<file path="src/rtl/uart_tx_frame.sv">
// UART transmit framer: start bit, 8 data bits LSB-first, optional parity, stop.
// All outputs are registered and derived from the next FSM state, so tx,
// tx_busy and tx_fsm_in_STOP_S change on the same edge as the state.
module uart_tx_frame #(
  parameter int unsigned BAUD_DIV   = 434,
  parameter int unsigned PARITY_EN  = 1,
  parameter int unsigned PARITY_ODD = 0
) (
  input  logic       clk,
  input  logic       rst_n,
  input  logic       tx_data_en,
  input  logic       tx_send_en,
  input  logic       tx_send,
  input  logic [7:0] Tx_Data_w,
  output logic       tx,
  output logic       tx_busy,
  output logic       tx_fsm_in_STOP_S
);

  localparam int unsigned     CW        = $clog2(BAUD_DIV);
  localparam logic [CW-1:0]   BAUD_LAST = CW'(BAUD_DIV - 1);
  localparam logic            PAR_EN    = (PARITY_EN  != 32'd0) ? 1'b1 : 1'b0;
  localparam logic            PAR_ODD   = (PARITY_ODD != 32'd0) ? 1'b1 : 1'b0;

  typedef enum logic [2:0] {
    S_IDLE   = 3'd0,
    S_START  = 3'd1,
    S_DATA   = 3'd2,
    S_PARITY = 3'd3,
    S_STOP   = 3'd4
  } state_t;

  // Parity bit for a byte: even parity unless odd is selected.
  function automatic logic parity_of(input logic [7:0] d, input logic odd);
    parity_of = (^d) ^ odd;
  endfunction

  state_t        r_state;
  logic [7:0]    r_hold;
  logic [7:0]    r_shift;
  logic [CW-1:0] r_baud;
  logic [2:0]    r_bit;
  logic          r_par;
  logic          r_tx;
  logic          r_busy;
  logic          r_stop;

  state_t        w_state_nx;
  logic [7:0]    w_hold_nx;
  logic [7:0]    w_shift_nx;
  logic [CW-1:0] w_baud_nx;
  logic [2:0]    w_bit_nx;
  logic          w_par_nx;
  logic          w_tx_nx;
  logic          w_bit_end;
  logic [7:0]    w_byte;

  // Next-state, datapath and registered-output values.
  always_comb begin
    w_state_nx = r_state;
    w_hold_nx  = tx_data_en ? Tx_Data_w : r_hold;
    w_shift_nx = r_shift;
    w_baud_nx  = r_baud;
    w_bit_nx   = r_bit;
    w_par_nx   = r_par;
    w_bit_end  = (r_baud == BAUD_LAST);
    // Same-cycle load wins over the stored byte so software can write and send together.
    w_byte     = tx_data_en ? Tx_Data_w : r_hold;

    case (r_state)
      S_IDLE: begin
        w_baud_nx = '0;
        w_bit_nx  = 3'd0;
        if (tx_send_en && tx_send) begin
          w_shift_nx = w_byte;
          w_par_nx   = parity_of(w_byte, PAR_ODD);
          w_state_nx = S_START;
        end else begin
          w_state_nx = S_IDLE;
        end
      end
      S_START: begin
        if (w_bit_end) begin
          w_baud_nx  = '0;
          w_bit_nx   = 3'd0;
          w_state_nx = S_DATA;
        end else begin
          w_baud_nx = r_baud + CW'(1);
        end
      end
      S_DATA: begin
        if (w_bit_end) begin
          w_baud_nx = '0;
          if (r_bit == 3'd7) begin
            w_state_nx = PAR_EN ? S_PARITY : S_STOP;
          end else begin
            w_shift_nx = {1'b0, r_shift[7:1]};
            w_bit_nx   = r_bit + 3'd1;
          end
        end else begin
          w_baud_nx = r_baud + CW'(1);
        end
      end
      S_PARITY: begin
        if (w_bit_end) begin
          w_baud_nx  = '0;
          w_state_nx = S_STOP;
        end else begin
          w_baud_nx = r_baud + CW'(1);
        end
      end
      S_STOP: begin
        if (w_bit_end) begin
          w_baud_nx  = '0;
          w_state_nx = S_IDLE;
        end else begin
          w_baud_nx = r_baud + CW'(1);
        end
      end
      default: begin
        w_baud_nx  = '0;
        w_bit_nx   = 3'd0;
        w_state_nx = S_IDLE;
      end
    endcase

    case (w_state_nx)
      S_IDLE:   w_tx_nx = 1'b1;
      S_START:  w_tx_nx = 1'b0;
      S_DATA:   w_tx_nx = w_shift_nx[0];
      S_PARITY: w_tx_nx = w_par_nx;
      S_STOP:   w_tx_nx = 1'b1;
      default:  w_tx_nx = 1'b1;
    endcase
  end

  // State, datapath and output registers with synchronous reset.
  always_ff @(posedge clk) begin
    if (!rst_n) begin
      r_state <= S_IDLE;
      r_hold  <= 8'h00;
      r_shift <= 8'h00;
      r_baud  <= '0;
      r_bit   <= 3'd0;
      r_par   <= 1'b0;
      r_tx    <= 1'b1;
      r_busy  <= 1'b0;
      r_stop  <= 1'b0;
    end else begin
      r_state <= w_state_nx;
      r_hold  <= w_hold_nx;
      r_shift <= w_shift_nx;
      r_baud  <= w_baud_nx;
      r_bit   <= w_bit_nx;
      r_par   <= w_par_nx;
      r_tx    <= w_tx_nx;
      r_busy  <= (w_state_nx != S_IDLE);
      r_stop  <= (w_state_nx == S_STOP);
    end
  end

  assign tx               = r_tx;
  assign tx_busy          = r_busy;
  assign tx_fsm_in_STOP_S = r_stop;

endmodule

</file>
<file path="config.mk">
export PLATFORM = sky130hd
export DESIGN_NAME = uart_tx_frame
export DESIGN_NICKNAME = d
export VERILOG_FILES = /design/src/rtl/uart_tx_frame.sv
export SDC_FILE = /design/constraint.sdc
export NUM_CORES = 1
export LEC_CHECK = 0
export CAP_MARGIN = 20
export CORE_ASPECT_RATIO = 1.5
export CORE_MARGIN = 4
export CORE_UTILIZATION = 55
export DETAILED_ROUTE_END_ITERATION = 7
export GPL_TIMING_DRIVEN = 0
export PLACE_DENSITY_LB_ADDON = 0.3
export SYNTH_ARGS = -nofsm -noshare
export SYNTH_HDL_FRONTEND = slang
export SYNTH_SLANG_ARGS = --single-unit
</file>
<file path="constraint.sdc">
create_clock -name clk -period 1.8 [get_ports clk]
set_input_delay 0.27 -clock clk [delete_from_list [all_inputs] [get_ports clk]]
set_output_delay 0.27 -clock clk [all_outputs]
set_load 0.1 [all_outputs]
</file>
======== Word-level counts from Yosys, hierarchy flattened ========
Index checks and enable logic that the tools add are counted.
operators by class
  bitwise operators ....................... 3
  $add $sub $neg .......................... 2
  mux-type cells .......................... 19
  equal/unequal tests ..................... 14
  reductions and logical operators ........ 10
operators with widths
  cell                   number
  $mux W8                4
  $mux W3                8
  $pmux W8 S2            1
  $pmux W3 S5            1
  $eq A3 B2 Y1 const B   4
  $add A9 B1 Y9 const B  1
  $eq A3 B3 Y1 const B   3
  $eq A9 B9 Y1 const B   1
  $pmux W3 S3            1
  $ne A2 B2 Y1 const B   4
  $reduce_and A4 Y1      2
  $reduce_xor A8 Y1      1
  $eq A3 B1 Y1 const B   2
  $reduce_or A4 Y1       1
  $add A3 B1 Y3 const B  1
  $logic_not A3 Y1       1
  $mux W1                3
  $not A1 Y1             3
  $pmux W1 S3            1
  $reduce_bool A3 Y1     1
  $reduce_or A3 Y1       1
  $reduce_bool A2 Y1     1
  $reduce_or A2 Y1       1
  $logic_and A1 B1 Y1    1
storage, ports and cells
  flip-flop bits (word level) ............. 35
  output and inout port bits .............. 3
  bits of input ports ..................... 13

======== Depth between registers and ports, before layout ========
Gate-level depths: netlist (run 1).
  depth in word-level cells ............... 6
  mapped depth ............................ 8
  mapped depth without buffers ............ 7

======== Worst setup path before layout (run 1) ========
Ideal clock, no wire load.
  path kind ............................... register -> register
  from .................................... register r_bit[0]
  to ...................................... register r_tx (netlist: tx)
  arrival ................................. 1.534 ns
  clock period less this slack ............ 1.664 ns
  library setup time ...................... 0.130 ns
  setup slack ............................. 0.136 ns
  cell stages (with the launch flop) ...... 9
  cell sequence ........................... dfxtp_1 ha_1 ha_1 nor2_1 and4_1 buf_4 nor3b_2 a2111oi_2 o21ai_1
on the way
  cells in the longest elaborated chain, start to end .. 6
RTL lines
  element                                              RTL line  text
  start, declared                                      42        logic [2:0] r_bit;
  start signal, assigned                               154       r_bit <= w_bit_nx;
  $eq A3 B3 Y1 (*)                                     94        if (r_bit == 3'd7) begin
  $mux W3                                              94
  $mux W3                                              92        if (w_bit_end) begin
  $pmux W3 S5                                          70        case (r_state)
  $eq A3 B2 Y1 / $eq A3 B1 Y1 (equally long branches)  127       case (w_state_nx)
  $pmux W1 S3 (*)                                      127
  end signal, assigned                                 156       r_tx <= w_tx_nx;
  end, declared                                        44        logic r_tx;
Every way passes the cells marked *; elsewhere a longest branch is shown, timed or not. The select of a mux whose other input is x is not followed.
A chain may end at the register's enable or synchronous reset.

======== Final worst setup path (run 1) ========
  from .................................... register r_baud[1]
  to ...................................... register r_tx (netlist: tx)
on the way
  cells in the longest elaborated chain, start to end .. 5
RTL lines
  element                                              RTL line  text
  start, declared                                      41        logic [CW-1:0] r_baud;
  start signal, assigned                               153       r_baud <= w_baud_nx;
  $eq A9 B9 Y1 (*)                                     66        w_bit_end = (r_baud == BAUD_LAST);
  $mux W3 (on tied branches)                           n/a
  $pmux W3 S5                                          70
  $eq A3 B2 Y1 / $eq A3 B1 Y1 (equally long branches)  127
  $pmux W1 S3 (*)                                      127
Marked as above.

==> results of run 1 <==
[final timing paths]
kind / cells after the start / slack (ps) / endpoint / start
hold reg to reg: 1 / 430 / r_bit[0]$_SDFFE_PN0P_ / r_bit[0]$_SDFFE_PN0P_
setup reg to reg: 7 / 50 / tx$_SDFF_PN1_ / r_baud[1]$_SDFF_PP0_
hold / removal: 2 / 370 / tx$_SDFF_PN1_ / rst_n
setup / recovery: 7 / 50 / tx$_SDFF_PN1_ / r_baud[1]$_SDFF_PP0_
[per-layer routing]
metal / wire length (µm) / part of all wire (%)
met1: 1290 / 38
met2: 1910 / 56
met3: 142 / 4.1
met4: 87 / 2.5
met5: 0 / 0
[placed cells by master, fill, tap and decap left out, drive strengths merged]
master and n:
nor2 39, dfxtp 35, mux2i 10, clkdlybuf4s50 10, clkbuf 10, nand3 9, xnor2 9, nand2 8
xor2 7, o21ai 7, buf 7, a221oi 6, a21oi 5, ha 4, dlygate4sd2 3, nor2b 3
inv 2, nand2b 2, a31oi 2, or3 2, nor3b 2, and4b 1, and4bb 1, and4 1
nor4 1, or4 1, or3b 1, and3 1, and2 1, o22a 1, a211oi 1, o31ai 1
o311a 1, a2bb2oi 1, a2111oi 1, a32oi 1, clkinv 1
[metrics by stage]
step | power (mW) | instances | TNS, ps | util (%)
floorplan | 0.973 | 177 | 0 | -
global placement | 1.02 | 227 | -70.4 | 65.1
detailed placement | 1.03 | 227 | -504 | 65.1
CTS | 1.59 | 234 | -64.4 | 68.5
global route | 1.66 | 235 | -91.0 | 72.0
finish | 1.59 | 235 | 0 | 72.0
[power by group through the flow]
stage	clock [mW]	combinational, mW	sequential (mW)
global placement	0	0.195	0.829
finish	0.566	0.204	0.821
detailed placement	0	0.202	0.831
global route	0.611	0.223	0.824
floorplan	0	0.123	0.851
CTS	0.574	0.202	0.814
[critical path: stages (launching register included)]
cell and delay [ps]:
dfxtp_2 340, inv_1 40, ha_1 170, and4b_2 270
and4_1 170, buf_6 150, a2111oi_2 350, o21ai_1 130
[kinds of logic (layout without fill, tap and decap cells)]
logic type,count (synthesis),in the layout,share of synthesized area [%]
simple gates,73,73,22.3
flops,35,35,43.7
compound gates,27,27,11.9
xor+xnor,16,16,8.74
buf+inv,12,33,3.98
mux,10,10,6.24
fa+ha+maj,4,4,3.12
[cell usage after synthesis, types with 2 or more instances]
| cell type | count | area [µm²] |
|---|---|---|
| a21oi_1 | 5 | 25.0 |
| a221oi_1 | 6 | 52.6 |
| a31oi_1 | 2 | 12.5 |
| buf_2 | 3 | 15.0 |
| buf_4 | 2 | 15.0 |
| clkbuf_1 | 4 | 15.0 |
| dfxtp_1 | 35 | 701 |
| ha_1 | 4 | 50.1 |
| inv_1 | 2 | 7.51 |
| mux2i_1 | 10 | 100 |
| nand2_1 | 8 | 30.0 |
| nand2b_1 | 2 | 12.5 |
| nand3_1 | 9 | 45.0 |
| nor2_1 | 39 | 146 |
| nor2b_1 | 3 | 18.8 |
| o21ai_0 | 6 | 30.0 |
| or3_1 | 2 | 12.5 |
| xnor2_1 | 9 | 78.8 |
| xor2_1 | 7 | 61.3 |
[layout make-up]
type / instances / area share [%]
Sequential cell: 35 / 35.8
Buffer: 9 / 3.31
Inverter: 2 / 0.381
Timing Repair Buffer: 15 / 8.07
Tap cell: 37 / 2.35
Clock inverter: 1 / 0.254
Multi-Input combinational cell: 130 / 45.6
Clock buffer: 6 / 4.20
[repair_timing]
action,4_1_cts,5_1_grt
gates resized for setup,5,16
endpoints found under the setup margin,5,7
gates cloned,0,1
pin swaps,1,5
setup buffers,0,1
[registers in the layout, summed over array words and instances, names as in the netlist]
signal            count
r_shift               8
r_hold                8
tx_fsm_in_STOP_S      1
r_baud                9
r_state               3
r_bit                 3
r_par                 1
tx_busy               1
tx                    1
==> flow_metrics.env, run 1 <==
export IMPL_outcome="complete, no violations"
export IMPL_antenna_found_initial=0
export IMPL_antenna_cells=0
export IMPL_rsz0062_at_grt="true"
export IMPL_p_switching_mw=0.400
export IMPL_combinationalPowerShare_pct=12.8
export IMPL_p_int_mw=1.19
export IMPL_end_kind="register"
export IMPL_num_fill_cells=213
export IMPL_powerDensity_mw_per_mm2=808
export IMPL_ant_nets=0
export IMPL_fin_crit_sh_pct=97.2
export IMPL_use_met3_pct=6.21
export IMPL_fin_area_mm2=0.00197
export IMPL_sw_frac_of_total_pct=25.1
export IMPL_final_max_slew_viol_count=0
export IMPL_die_area_mm2=0.00386
export IMPL_netlist_area_mm2=0.00160
export IMPL_row_count=23
export IMPL_async_reset_ff_share_pct=0
export IMPL_grt_pass1_wl_um=5580
export IMPL_hold_viol=0
export IMPL_clock_fmax_mhz=572
export IMPL_viasPerCell=5.51
export IMPL_cp_data_arrival_time_ps=1900
export IMPL_cts_tree="yes"
export IMPL_numCtsBuffers=5
export IMPL_grt_max_degree=11
export IMPL_hpwl_um=2480
export IMPL_wl_um=3420
export IMPL_power_frac_clock_pct=35.6
export IMPL_setup_viol=0
export IMPL_critPathKind="register to register"
export IMPL_grtUsageMet2_pct=35.4
export IMPL_hold_class="primary input to register"
export IMPL_leakagePower_nw=0.775
export IMPL_yosys_cell_types_count=38
export IMPL_hold_ws_ps=373
export IMPL_synth_nets=194
export IMPL_post_route_drc_count=0
export IMPL_layout_nets=215
export IMPL_grtUsageMet1_pct=18.9
export IMPL_busiest_layer="met2"
export IMPL_die_w_um=52.1
export IMPL_hold_buffers=0
export IMPL_core_area_mm2=0.00273
export IMPL_firstDrtPassIters=4
export IMPL_num_vias=1296
export IMPL_cts_buffer_depth=2
export IMPL_setup_slack_ps=50.7
export IMPL_io_pins=16
export IMPL_start_kind="register"
export IMPL_syn_inst=177
export IMPL_wl_per_cell_um=14.6
export IMPL_ir_worst_vdd_mv=0.618
export IMPL_cap_violations=0
export IMPL_worst_pin_slew_ps=956
export IMPL_initial_core_util_pct=58.7
export IMPL_crit_path_max_fanout=6
export IMPL_multi_input_area_um2=898
export IMPL_clk_pin_slew_worst_paths_ps=70
export IMPL_ys_flop_type="dfxtp_1"
export IMPL_fin_worst_skew_ps=3.14
export IMPL_drive_gt1_share_pct=16.2
export IMPL_root_buffer="clkbuf_8"
export IMPL_grtUsageTotal_pct=19.9
export IMPL_io_buffer_count=13
export IMPL_synth_edf_count=0
export IMPL_slew_headroom_pct=36.5
export IMPL_area_growth_pct=22.7
export IMPL_gp_congestion=0.828
export IMPL_required_ps=1950
export IMPL_place_area_mm2=0.00178
export IMPL_post_place_ws_ps=-109
export IMPL_dieHeight_um=74.1
export IMPL_grt_pass1_vias=1312
export IMPL_syn_area_per_cell_um2=9.06
export IMPL_seq_area_um2=704
export IMPL_clkLatencyLatePin_ps=290
export IMPL_yosys_warnings=0
export IMPL_yosysSeqAreaShare_pct=43.7
export IMPL_seqPwrFrac_pct=51.6
export IMPL_ys_seq_elements=35
export IMPL_clkSinkCount=35
export IMPL_htreeDepth=2
export IMPL_drtIter0Drc=37
export IMPL_timing_final_crit_period_ps=1750
export IMPL_grt_overflow=0
(Power assumes the default switching activity.)
==> run 2: changes to the inputs <==
--- a/config.mk
+++ b/config.mk
@@ -6,11 +6,12 @@
 export NUM_CORES = 1
 export LEC_CHECK = 0
 export CAP_MARGIN = 20
-export CORE_ASPECT_RATIO = 1.5
+export CORE_ASPECT_RATIO = 1.75
 export CORE_MARGIN = 4
 export CORE_UTILIZATION = 55
 export DETAILED_ROUTE_END_ITERATION = 7
 export GPL_TIMING_DRIVEN = 0
+export HOLD_SLACK_MARGIN = 0.15
 export PLACE_DENSITY_LB_ADDON = 0.3
 export SYNTH_ARGS = -nofsm -noshare
 export SYNTH_HDL_FRONTEND = slang
==> flow_metrics.env, run 2 (synthesized netlist as in run 1, its figures left out) <==
export IMPL_htreeDepth=2
export IMPL_finalCoreUtilization_pct=69.5
export IMPL_area_growth_pct=19.2
export IMPL_hold_class="primary input to register"
export IMPL_top_regs="r_baud (9), r_hold (8), r_shift (8)"
export IMPL_final_max_slew_viol_count=0
export IMPL_end_kind="register"
export IMPL_grt_pass1_vias=1363
export IMPL_place_area_mm2=0.00177
export IMPL_drive_gt1_share_pct=15.2
export IMPL_row_count=25
export IMPL_antenna_found_initial=0
export IMPL_die_w_um=48.8
export IMPL_core_area_mm2=0.00275
export IMPL_rsz0062_at_grt="true"
export IMPL_final_common_cell="nor2_1"
export IMPL_viasPerCell=5.87
export IMPL_clkSinkCount=35
export IMPL_critPathKind="register to register"
export IMPL_num_vias=1315
export IMPL_required_ps=1950
export IMPL_numCtsBuffers=5
export IMPL_num_fill_cells=231
export IMPL_outcome="complete, no violations"
export IMPL_crit_path_max_fanout=5
export IMPL_leakagePower_nw=0.759
export IMPL_seq_area_um2=706
export IMPL_hold_buffers=0
export IMPL_die_area_mm2=0.00388
export IMPL_dieHeight_um=79.4
export IMPL_post_route_drc_count=0
export IMPL_drtIter0Drc=23
export IMPL_setup_viol=0
export IMPL_io_pins=16
export IMPL_grt_max_degree=11
export IMPL_antenna_cells=0
export IMPL_fin_area_mm2=0.00191
export IMPL_worst_pin_slew_ps=953
export IMPL_ir_worst_vdd_mv=0.689
export IMPL_p_total_mw=1.58
export IMPL_root_buffer="clkbuf_8"
export IMPL_multi_input_area_um2=895
export IMPL_cts_tree="yes"
export IMPL_gp_congestion=0.815
export IMPL_powerDensity_mw_per_mm2=825
export IMPL_largest_register="r_baud"
export IMPL_final_cell_mix="nor2_1, dfxtp_1, mux2i_1, clkdlybuf4s50_1"
export IMPL_clk_pin_slew_worst_paths_ps=60
export IMPL_start_kind="register"
export IMPL_clock_fmax_mhz=580
export IMPL_slew_headroom_pct=36.7
export IMPL_wl_per_cell_um=14.8
export IMPL_largest_reg_flops=9
export IMPL_grtUsageTotal_pct=18.6
export IMPL_ant_nets=0
export IMPL_initial_core_util_pct=58.3
export IMPL_grt_pass1_wl_um=5700
export IMPL_cts_buffer_depth=2
export IMPL_io_buffer_count=13
export IMPL_layout_nets=214
export IMPL_cap_violations=0
export IMPL_cp_data_arrival_time_ps=1870
export IMPL_wl_um=3330
export IMPL_grt_overflow=0
export IMPL_hold_ws_ps=362
export IMPL_hold_viol=0
export IMPL_post_cts_buffers=0
export IMPL_firstDrtPassIters=4
export IMPL_hpwl_um=2590
export IMPL_clkLatencyLatePin_ps=280
export IMPL_timing_final_crit_period_ps=1720
export IMPL_fin_crit_sh_pct=95.8
export IMPL_fin_worst_skew_ps=1.75
run 2: worst paths after layout:
kind                   startpoint                    to  slack (ps)  cells past startpoint
min                         rst_n         tx$_SDFF_PN1_         360                      2
min reg2reg  r_baud[0]$_SDFF_PP0_  r_baud[0]$_SDFF_PP0_         440                      1
max reg2reg  r_baud[1]$_SDFF_PP0_         tx$_SDFF_PN1_          80                      7
max          r_baud[1]$_SDFF_PP0_         tx$_SDFF_PN1_          80                      7
run 2: power by group:
group,switching [mW],internal [mW],total (mW),leakage [nW]
registers,0.0148,0.801,0.816,0.287
logic,0.116,0.0897,0.206,0.425
clock network,0.256,0.300,0.556,0.0470
total,0.387,1.19,1.58,0.759
run 2: per-layer routing:
| metal | wire length (µm) | track usage (%) | vias up |
|---|---|---|---|
| li1 | - | - | 656 |
| met1 | 1230 | 16.7 | 633 |
| met2 | 1940 | 35.7 | 19 |
| met3 | 100 | 4.67 | 7 |
| met4 | 61 | 11.3 | 0 |
| met5 | 0 | 0 | - |
run 2: timing repair:
action / CTS / global route
setup endpoints to repair: 4 / 8
pin swaps: 3 / 5
gates resized for setup: 3 / 14
run 2: final cells by class:
cell class              instances  area share (%)
clock buffers                   6            4.32
inverters                       2           0.393
repair buffers                 13            6.61
clock inverters                 1           0.262
plain buffers                  10            2.95
well taps                      27            1.77
flip-flops and latches         35            36.9
multi-input cells             130            46.8
run 2: critical path, stage by stage (launching register included):
cell     delay [ps]
dfxtp_2         330
inv_1            50
ha_1            150
and4b_2         270
nand3_1         110
or3b_1          390
a32oi_1         200
o21ai_1          90
run 2: through the flow:
step	cells	worst slack [ps]	TNS, ps
after floorplan	177	136	0
after global placement	217	-68.8	-185
after detailed placement	217	-82.2	-299
after CTS	224	6.61	0
after global routing	224	-31.6	-63.4
final	224	76.1	0
==> run 3: changes to the inputs <==
--- a/config.mk
+++ b/config.mk
@@ -9,6 +9,7 @@
 export CORE_ASPECT_RATIO = 1.75
 export CORE_MARGIN = 4
 export CORE_UTILIZATION = 55
+export CTS_CLUSTER_SIZE = 14
 export DETAILED_ROUTE_END_ITERATION = 7
 export GPL_TIMING_DRIVEN = 0
 export HOLD_SLACK_MARGIN = 0.15
==> results of run 3 <==
Same layout as run 2: the final DEF is identical, and so are final timing and power.
